**src/rtl/seq_divider_if.sv**
```systemverilog
// seq_divider_if: start/done handshake, operands and results of seq_divider
//   N           operand/result width
//   start       request, sampled only while busy=0
//   dividend    numerator, captured on the accepting edge
//   divisor     denominator, captured on the accepting edge
//   busy        high while an operation is in progress
//   done        one-cycle pulse, results valid from this cycle on
//   quotient    result, held until next done
//   remainder   result, held until next done
//   div_by_zero divisor was 0, held with results
//   overflow    signed (-2^(N-1))/(-1), held with results
interface seq_divider_if #(parameter int N = 8);
    logic         start;
    logic [N-1:0] dividend;
    logic [N-1:0] divisor;
    logic         busy;
    logic         done;
    logic [N-1:0] quotient;
    logic [N-1:0] remainder;
    logic         div_by_zero;
    logic         overflow;
    modport master(output start, dividend, divisor,
                   input busy, done, quotient, remainder, div_by_zero, overflow);
    modport slave(input start, dividend, divisor,
                  output busy, done, quotient, remainder, div_by_zero, overflow);
endinterface

```
**src/rtl/seq_divider.sv**
```systemverilog
// seq_divider: sequential non-restoring divider, one shift/add-or-subtract step per clock
//   clk     rising-edge clock
//   clear_n asynchronous active-low reset
//   dif     seq_divider_if.slave (start/operands in, busy/done/results/flags out)
// Define DIVIDER_SIGNED_EN for two's complement signed operands; otherwise unsigned.
module seq_divider #(parameter int N = 8) (
    input logic clk,
    input logic clear_n,
    seq_divider_if.slave dif
);
    localparam int CW = $clog2(N + 1);
    typedef enum logic [1:0] {IDLE, ITER, FIX} state_t;
    state_t state, state_nx;
    logic [N:0]    a;
    logic [N-1:0]  q, m, dvd;
    logic [CW-1:0] cnt;
    logic          neg_q, neg_r, ovf_c;
    logic [N-1:0]  dvd_mag, dvs_mag;
    logic          dvd_neg, dvs_neg, ovf_in;
    logic [N:0]    a_sh, a_it;
    logic [N-1:0]  a_rem, q_res, r_res;
    always_comb begin
`ifdef DIVIDER_SIGNED_EN
        dvd_neg = dif.dividend[N-1];
        dvs_neg = dif.divisor[N-1];
        dvd_mag = dvd_neg ? -dif.dividend : dif.dividend;
        dvs_mag = dvs_neg ? -dif.divisor : dif.divisor;
        ovf_in  = (dif.dividend == {1'b1, {(N-1){1'b0}}}) && (&dif.divisor);
`else
        dvd_neg = 1'b0;
        dvs_neg = 1'b0;
        dvd_mag = dif.dividend;
        dvs_mag = dif.divisor;
        ovf_in  = 1'b0;
`endif
    end
    // The add/subtract decision uses the sign of A before the shift; the
    // shifted value may wrap in N+1 bits but the result always lands in [-M, M).
    always_comb begin
        a_sh  = {a[N-1:0], q[N-1]};
        a_it  = a[N] ? a_sh + {1'b0, m} : a_sh - {1'b0, m};
        a_rem = a[N] ? a[N-1:0] + m : a[N-1:0];
        q_res = (m == '0) ? '1 : neg_q ? -q : q;
        r_res = (m == '0) ? dvd : neg_r ? -a_rem : a_rem;
    end
    always_ff @(posedge clk or negedge clear_n)
        if (!clear_n) state <= IDLE;
        else          state <= state_nx;
    always_comb begin
        state_nx = state;
        case (state)
            IDLE:    state_nx = dif.start ? ITER : IDLE;
            ITER:    state_nx = (cnt == CW'(1)) ? FIX : ITER;
            default: state_nx = IDLE;
        endcase
    end
    always_comb dif.busy = (state != IDLE);
    always_ff @(posedge clk or negedge clear_n) begin
        if (!clear_n) begin
            a               <= '0;
            q               <= '0;
            m               <= '0;
            dvd             <= '0;
            cnt             <= '0;
            neg_q           <= 1'b0;
            neg_r           <= 1'b0;
            ovf_c           <= 1'b0;
            dif.done        <= 1'b0;
            dif.quotient    <= '0;
            dif.remainder   <= '0;
            dif.div_by_zero <= 1'b0;
            dif.overflow    <= 1'b0;
        end else begin
            dif.done <= (state == FIX);
            if (state == IDLE && dif.start) begin
                a     <= '0;
                q     <= dvd_mag;
                m     <= dvs_mag;
                dvd   <= dif.dividend;
                cnt   <= CW'(N);
                neg_q <= dvd_neg ^ dvs_neg;
                neg_r <= dvd_neg;
                ovf_c <= ovf_in;
            end
            if (state == ITER) begin
                a   <= a_it;
                q   <= {q[N-2:0], ~a_it[N]};
                cnt <= cnt - 1'b1;
            end
            if (state == FIX) begin
                dif.quotient    <= q_res;
                dif.remainder   <= r_res;
                dif.div_by_zero <= (m == '0);
                dif.overflow    <= ovf_c;
            end
        end
    end
endmodule

```
**src/flat_wrapper.sv**
```systemverilog
// flat-port wrapper written by rule: the top's interface ports become plain ports
module seq_divider_flat 
#(parameter int N = 8)
  (clk, clear_n, dif_start, dif_dividend, dif_divisor, dif_busy, dif_done, dif_quotient, dif_remainder, dif_div_by_zero, dif_overflow);
  seq_divider_if #(.N(N)) dif_i ();
  input logic clk;
  input logic clear_n;
  input wire logic [$bits(dif_i.start)-1:0] dif_start;
  input wire logic [$bits(dif_i.dividend)-1:0] dif_dividend;
  input wire logic [$bits(dif_i.divisor)-1:0] dif_divisor;
  output wire logic [$bits(dif_i.busy)-1:0] dif_busy;
  output wire logic [$bits(dif_i.done)-1:0] dif_done;
  output wire logic [$bits(dif_i.quotient)-1:0] dif_quotient;
  output wire logic [$bits(dif_i.remainder)-1:0] dif_remainder;
  output wire logic [$bits(dif_i.div_by_zero)-1:0] dif_div_by_zero;
  output wire logic [$bits(dif_i.overflow)-1:0] dif_overflow;
  assign dif_i.start = dif_start;
  assign dif_i.dividend = dif_dividend;
  assign dif_i.divisor = dif_divisor;
  assign dif_busy = dif_i.busy;
  assign dif_done = dif_i.done;
  assign dif_quotient = dif_i.quotient;
  assign dif_remainder = dif_i.remainder;
  assign dif_div_by_zero = dif_i.div_by_zero;
  assign dif_overflow = dif_i.overflow;
  seq_divider #(.N(N)) u_core (.clk(clk), .clear_n(clear_n), .dif(dif_i));
endmodule
```
**config.mk**
```make
export PLATFORM = sky130hd
export DESIGN_NAME = seq_divider_flat
export DESIGN_NICKNAME = d
export VERILOG_FILES = /design/src/rtl/seq_divider_if.sv /design/src/rtl/seq_divider.sv /design/src/flat_wrapper.sv
export SDC_FILE = /design/constraint.sdc
export NUM_CORES = 1
export LEC_CHECK = 0
export ABC_AREA = 1
export BUFFER_PORTS_ARGS = -buffer_cell sky130_fd_sc_hd__buf_2
export CAP_MARGIN = 10
export CELL_PAD_IN_SITES_DETAIL_PLACEMENT = 0
export CELL_PAD_IN_SITES_GLOBAL_PLACEMENT = 1
export CORE_MARGIN = 5
export CORE_UTILIZATION = 30
export DETAILED_ROUTE_END_ITERATION = 12
export PLACE_DENSITY_LB_ADDON = 0.25
export SLEW_MARGIN = 20
export SYNTH_ARGS = -nofsm -noshare
export SYNTH_HDL_FRONTEND = slang
export SYNTH_SLANG_ARGS = --single-unit
```
**constraint.sdc**
```tcl
create_clock -name clk -period 4 [get_ports clk]
set_clock_uncertainty 0.2 [all_clocks]
set_input_delay 0 -clock clk [delete_from_list [all_inputs] [get_ports clk]]
set_output_delay 0 -clock clk [all_outputs]
set_load 0.02 [all_outputs]
```
---- After elaboration in Yosys (flattened, before gate mapping) ----
Cells that the tools add are included.
word-level totals
  register bits ........................... 57
  input bits .............................. 19
  output and inout bits ................... 20
  logic and storage cells ................. 36
operators by class
  add/subtract/negate cells ............... 4
  equality and inequality tests ........... 3
  muxes and demuxes ....................... 13
  bitwise logic cells ..................... 1
  reduce and logical (&&, ||, !) cells .... 5
operators with widths
  kind                 number
  $mux 8               5
  $mux 9               3
  $add 9x8->9          1
  $sub 9x8->9          1
  $add 8x8->8          1
  $logic_not 8->1      1
  $mux 4               2
  $eq 4x1->1 const B   1
  $pmux 2 s2           1
  $reduce_bool 2->1    2
  $sub 4x1->4 const B  1
  $eq 2x1->1 const B   1
  $eq 2x2->1 const B   1
  $logic_not 2->1      1
  $mux 2               1
  $logic_and 1x1->1    1
  $mux 1               1
  $not 1->1            1

---- Depth between registers and ports, before layout ----
  depth after elaboration ................. 4
  mapped depth ............................ 16
  mapped depth without buffers ............ 16

---- Worst setup path before layout ----
Ideal clock, no wire load.
  path kind ............................... register to register
  start ................................... reg u_core.m[1]
  end ..................................... reg u_core.a[8]
  setup time .............................. 0.126 ns
  arrival time ............................ 1.972 ns
  data required time ...................... 3.674 ns
  path slack .............................. 1.701 ns
  cell stages (with the launch flop) ...... 15
  buffers on the path ..................... 0
  clock period less this slack ............ 2.299 ns
  cell sequence ........................... dfrtp_1 > inv_1 > ha_1 > inv_1 > o21ai_0 > inv_1 > fa_1 > inv_1 > nand3_1 > nand2_1 > nand2_1 > nand2_1 > nand3_1 > nand3_1 > o21ai_1
between the ends
  longest elaborated chain between the ends .. 3
  elaborated cells on any way between the ends .. 4
  classes of those cells .................. 2 x add/sub; 2 x mux
ends and longest elaborated chain
  item                                               RTL line           RTL
  start: declaration                                 seq_divider.sv:15  logic [N-1:0] q, m, dvd;
  start signal: assignment                           seq_divider.sv:78  m <= dvs_mag;
  $sub 9x8->9 / $add 9x8->9 (equally long branches)  seq_divider.sv:41  a_it = a[N] ? a_sh + {1'b0, m} : a_sh - {1'b0, m};
  $mux 9 (*)                                         seq_divider.sv:41
  $mux 9 (*)                                         seq_divider.sv:85  if (state == ITER) begin
  end signal: assignment                             seq_divider.sv:86  a <= a_it;
  end: declaration                                   seq_divider.sv:14  logic [N:0] a;
Mark *: on every way between the ends. The rest lies on a longest branch, timed or not.
A chain may end at the register's enable or synchronous reset.

---- Worst setup path in the final report ----
Ends and elaborated chain as after synthesis.

==> flow_metrics.tcl <==
set metrics [dict create \
    clkTransAtPathRegs_ns 0.07 \
    worst_slew_pin_slew_ns 0.772 \
    switchingPower_mw 1.87 \
    n_antenna_cell 0 \
    crit_top_cell "nand2_1" \
    core.rowCount 38 \
    gp_congestion 0.802 \
    fill_cells 1104 \
    grt_pass1_wl_um 13800 \
    antenna_found_initial 0 \
    avgViaCountPerCell 4.51 \
    fin_crit_sh_pct 62.6 \
    crit_family "adder cells" \
    drc 0 \
    path_cells "inv_1 -> ha_1 -> nand2_2 -> o21ai_0 -> xor2_1 -> ha_1 -> nand2_1 -> inv_1 -> nand2_1 -> nand2_1 -> a21oi_1 -> nand3_1 -> nand3_1 -> o21ai_1" \
    p_seq_share_pct 27.0 \
    pin_count 39 \
    die_area_mm2 0.0131 \
    fin_cells 602 \
    hold_path_class "in2async" \
    setup_violations 0 \
    grt_usage_pct 13.4 \
    status "complete, no violations" \
    register_area_mm2 0.00143 \
    drv_slew 0 \
    vias 2713 \
    internal_power_mw 2.16 \
    synth_cells 394 \
    p_per_area_mw_per_mm2 991 \
    clock-sinks 57 \
    clkLatencyLatePin_ns 0.33 \
    yosys-top-cells-count "96 x nand2_1, 57 x dfrtp_1, 49 x inv_1, 31 x nor2_1, 29 x a21oi_1" \
    synth_cell_types 38 \
    fp.dieH_um 115 \
    cts_made_buffers 9 \
    combPwrFrac_pct 56.6 \
    path_max_fanout 4 \
    rsz0062_at_grt "false" \
    tritoncts "built" \
    max_slew_margin_pct 48.6 \
    portBuffers 37 \
    max_freq_mhz 399 \
    synth.top_cell.area_share_pct 43.5 \
    yosysMostFrequentCell "nand2_1" \
    ant_nets 0 \
    cp_slowest_cell "dfrtp_1" \
    yosysWarningCount 0 \
    synth_nets 435 \
    drive_gt1_share_pct 17.7 \
    end_kind "flop" \
    fin_setup_tns_ns 0 \
    ys_ff_latch 57 \
    avgSynthCellArea_um2 8.32 \
    ir_drop_uv 236 \
    start_util_pct 30.4 \
    grt_max_degree 58 \
    switching_share_pct 46.4 \
    dp_cells 564 \
    multiInputGateArea_mm2 0.00158 \
    cpPeakStageDelay_ns 0.41 \
    critPathArrivalTime_ns 2.52 \
    critical_path_buf_inv_count 2 \
    yosys-top-cells-area "dfrtp_1 44%, nand2_1 11%, ha_1 7.6%, inv_1 5.6%, a21oi_1 4.4%" \
    nNetsFinal 498 \
    power_frac_clock_pct 16.5 \
    wl_um 8060 \
    syn2layout_area_growth_pct 23.8 \
    drv_cap 0 \
    startpoint_type "flop" \
    dieWidth_um 115 \
    yosysSeqAreaShare_pct 43.5 \
    p_leak_nw 2.01 \
    period_needed_ns 2.50 \
    grt_pass1_vias 2742 \
    required_ns 4.01 \
    synth_area_mm2 0.00328 \
    yosysTopAreaCell "dfrtp_1" \
    synth_flop_cell "dfrtp_1" \
    dp_hpwl_um 5800 \
    htree_levels 3 \
    clockRootBuffer "clkbuf_8" \
    synth-edff-count 0 \
    core_area_mm2 0.0108 \
    wl_per_cell_um 13.4 \
    hold_violations 0 \
    fin_ws_ns 1.50 \
    overflow 0 \
    worstSetupPathType "reg2reg" \
    dp_slack_ns 1.50 \
    dr.pass1.iters 4 \
    fin_hold_ws_ns 0.126 \
    async_reset_ff_share_pct 100 \
    clk_path_buf_depth 2 \
    drtIter0Drc 209 \
]
placed cells by master, fill, tap and decap left out, types with 3 or more instances in the layout:
cell	instances
dlygate4sd3_1	22
nand2_1	96
nand3_1	17
nor2_2	3
bufinv_16	3
a21oi_1	29
nor2_1	31
buf_2	37
o221ai_2	6
a31oi_1	5
xor2_1	8
o21ai_1	5
dfrtp_1	57
inv_2	7
ha_1	20
o21ai_0	25
clkbuf_8	9
inv_1	49
worst register-to-register path, delay by kind of cell, from the launching register on:
kind / cells / cell delay [ns]
fa+ha+maj: 2 / 0.49
simple gates: 6 / 0.48
compound gates: 3 / 0.43
flops: 1 / 0.41
xor+xnor: 1 / 0.20
buf+inv: 2 / 0.17
registers in the layout, indices dropped and copies added (netlist names):
| name | cells |
|---|---|
| u_core.dif.done | 1 |
| u_core.dif.div_by_zero | 1 |
| u_core.dif.quotient | 8 |
| u_core.m | 8 |
| u_core.a | 9 |
| u_core.cnt | 4 |
| u_core.q | 8 |
| u_core.dvd | 8 |
| u_core.state | 2 |
| u_core.dif.remainder | 8 |
what timing repair did:
item | CTS | global route
setup endpoints to repair | 0 | 0
setup buffers | 0 | 0
hold buffers | 22 | 0
gates resized for setup | 0 | 0
hold endpoints to repair | 82 | 0
layer usage:
layer	track usage (%)	vias to the layer above	wire (um)	part of all wire, %
li1	-	1406	-	-
met2	21.4	40	3780	47
met5	0	-	0	0
met1	18.3	1261	3900	48
met3	2.54	6	296	3.7
met4	4.51	0	82	1.0
path summary, 6_finish.rpt:
kind | from | slack, ns | cells past startpoint | end
worst max-delay path | u_core.m[1] | 1.50 | 14 | u_core.a[8]
worst max register to register | u_core.m[1] | 1.50 | 14 | u_core.a[8]
worst min-delay path | clear_n | 0.13 | 3 | u_core.a[5]
max in group asynchronous | clear_n | 2.93 | 3 | u_core.dif.remainder[7]
min in group clk | dif_divisor[7] | 0.20 | 4 | u_core.m[7]
worst min register to register | u_core.cnt[3] | 0.27 | 1 | u_core.state[1]
power groups by stage:
stage               logic, mW  registers (mW)  clock network [mW]
floorplan                1.71            1.12                   0
detailed placement       2.24            1.10                   0
CTS                      2.31            1.09               0.684
finish                   2.27            1.08               0.663
global placement         2.25            1.09                   0
global route             2.65            1.12               0.711
through the flow:
stage | util [%] | instance area [um2] | total power [mW]
floorplan | - | 3280 | 2.82
global placement | 33.3 | 3600 | 3.34
detailed placement | 33.3 | 3600 | 3.34
CTS | 37.6 | 4060 | 4.08
global route | 37.6 | 4060 | 4.48
finish | 37.6 | 4060 | 4.02
logic make-up after synthesis:
family                   count (synthesis)  share of synthesized area [%]
flip-flops                              57                           43.5
buffers and inverters                   66                           8.40
AND/OR/NAND/NOR                        159                           21.3
AO/OA/AOI/OAI                           79                           15.2
adder cells (fa/ha/maj)                 22                           8.86
XOR/XNOR                                10                           2.67
other                                    1                          0.114
final cells by class:
class / count / area share (%)
Multi-Input combinational cell: 271 / 38.8
Timing Repair Buffer: 61 / 10.4
Sequential cell: 57 / 35.1
Tap cell: 140 / 4.32
Clock inverter: 7 / 2.90
Clock buffer: 9 / 3.05
Inverter: 57 / 5.39
(Power assumes the default switching activity.)
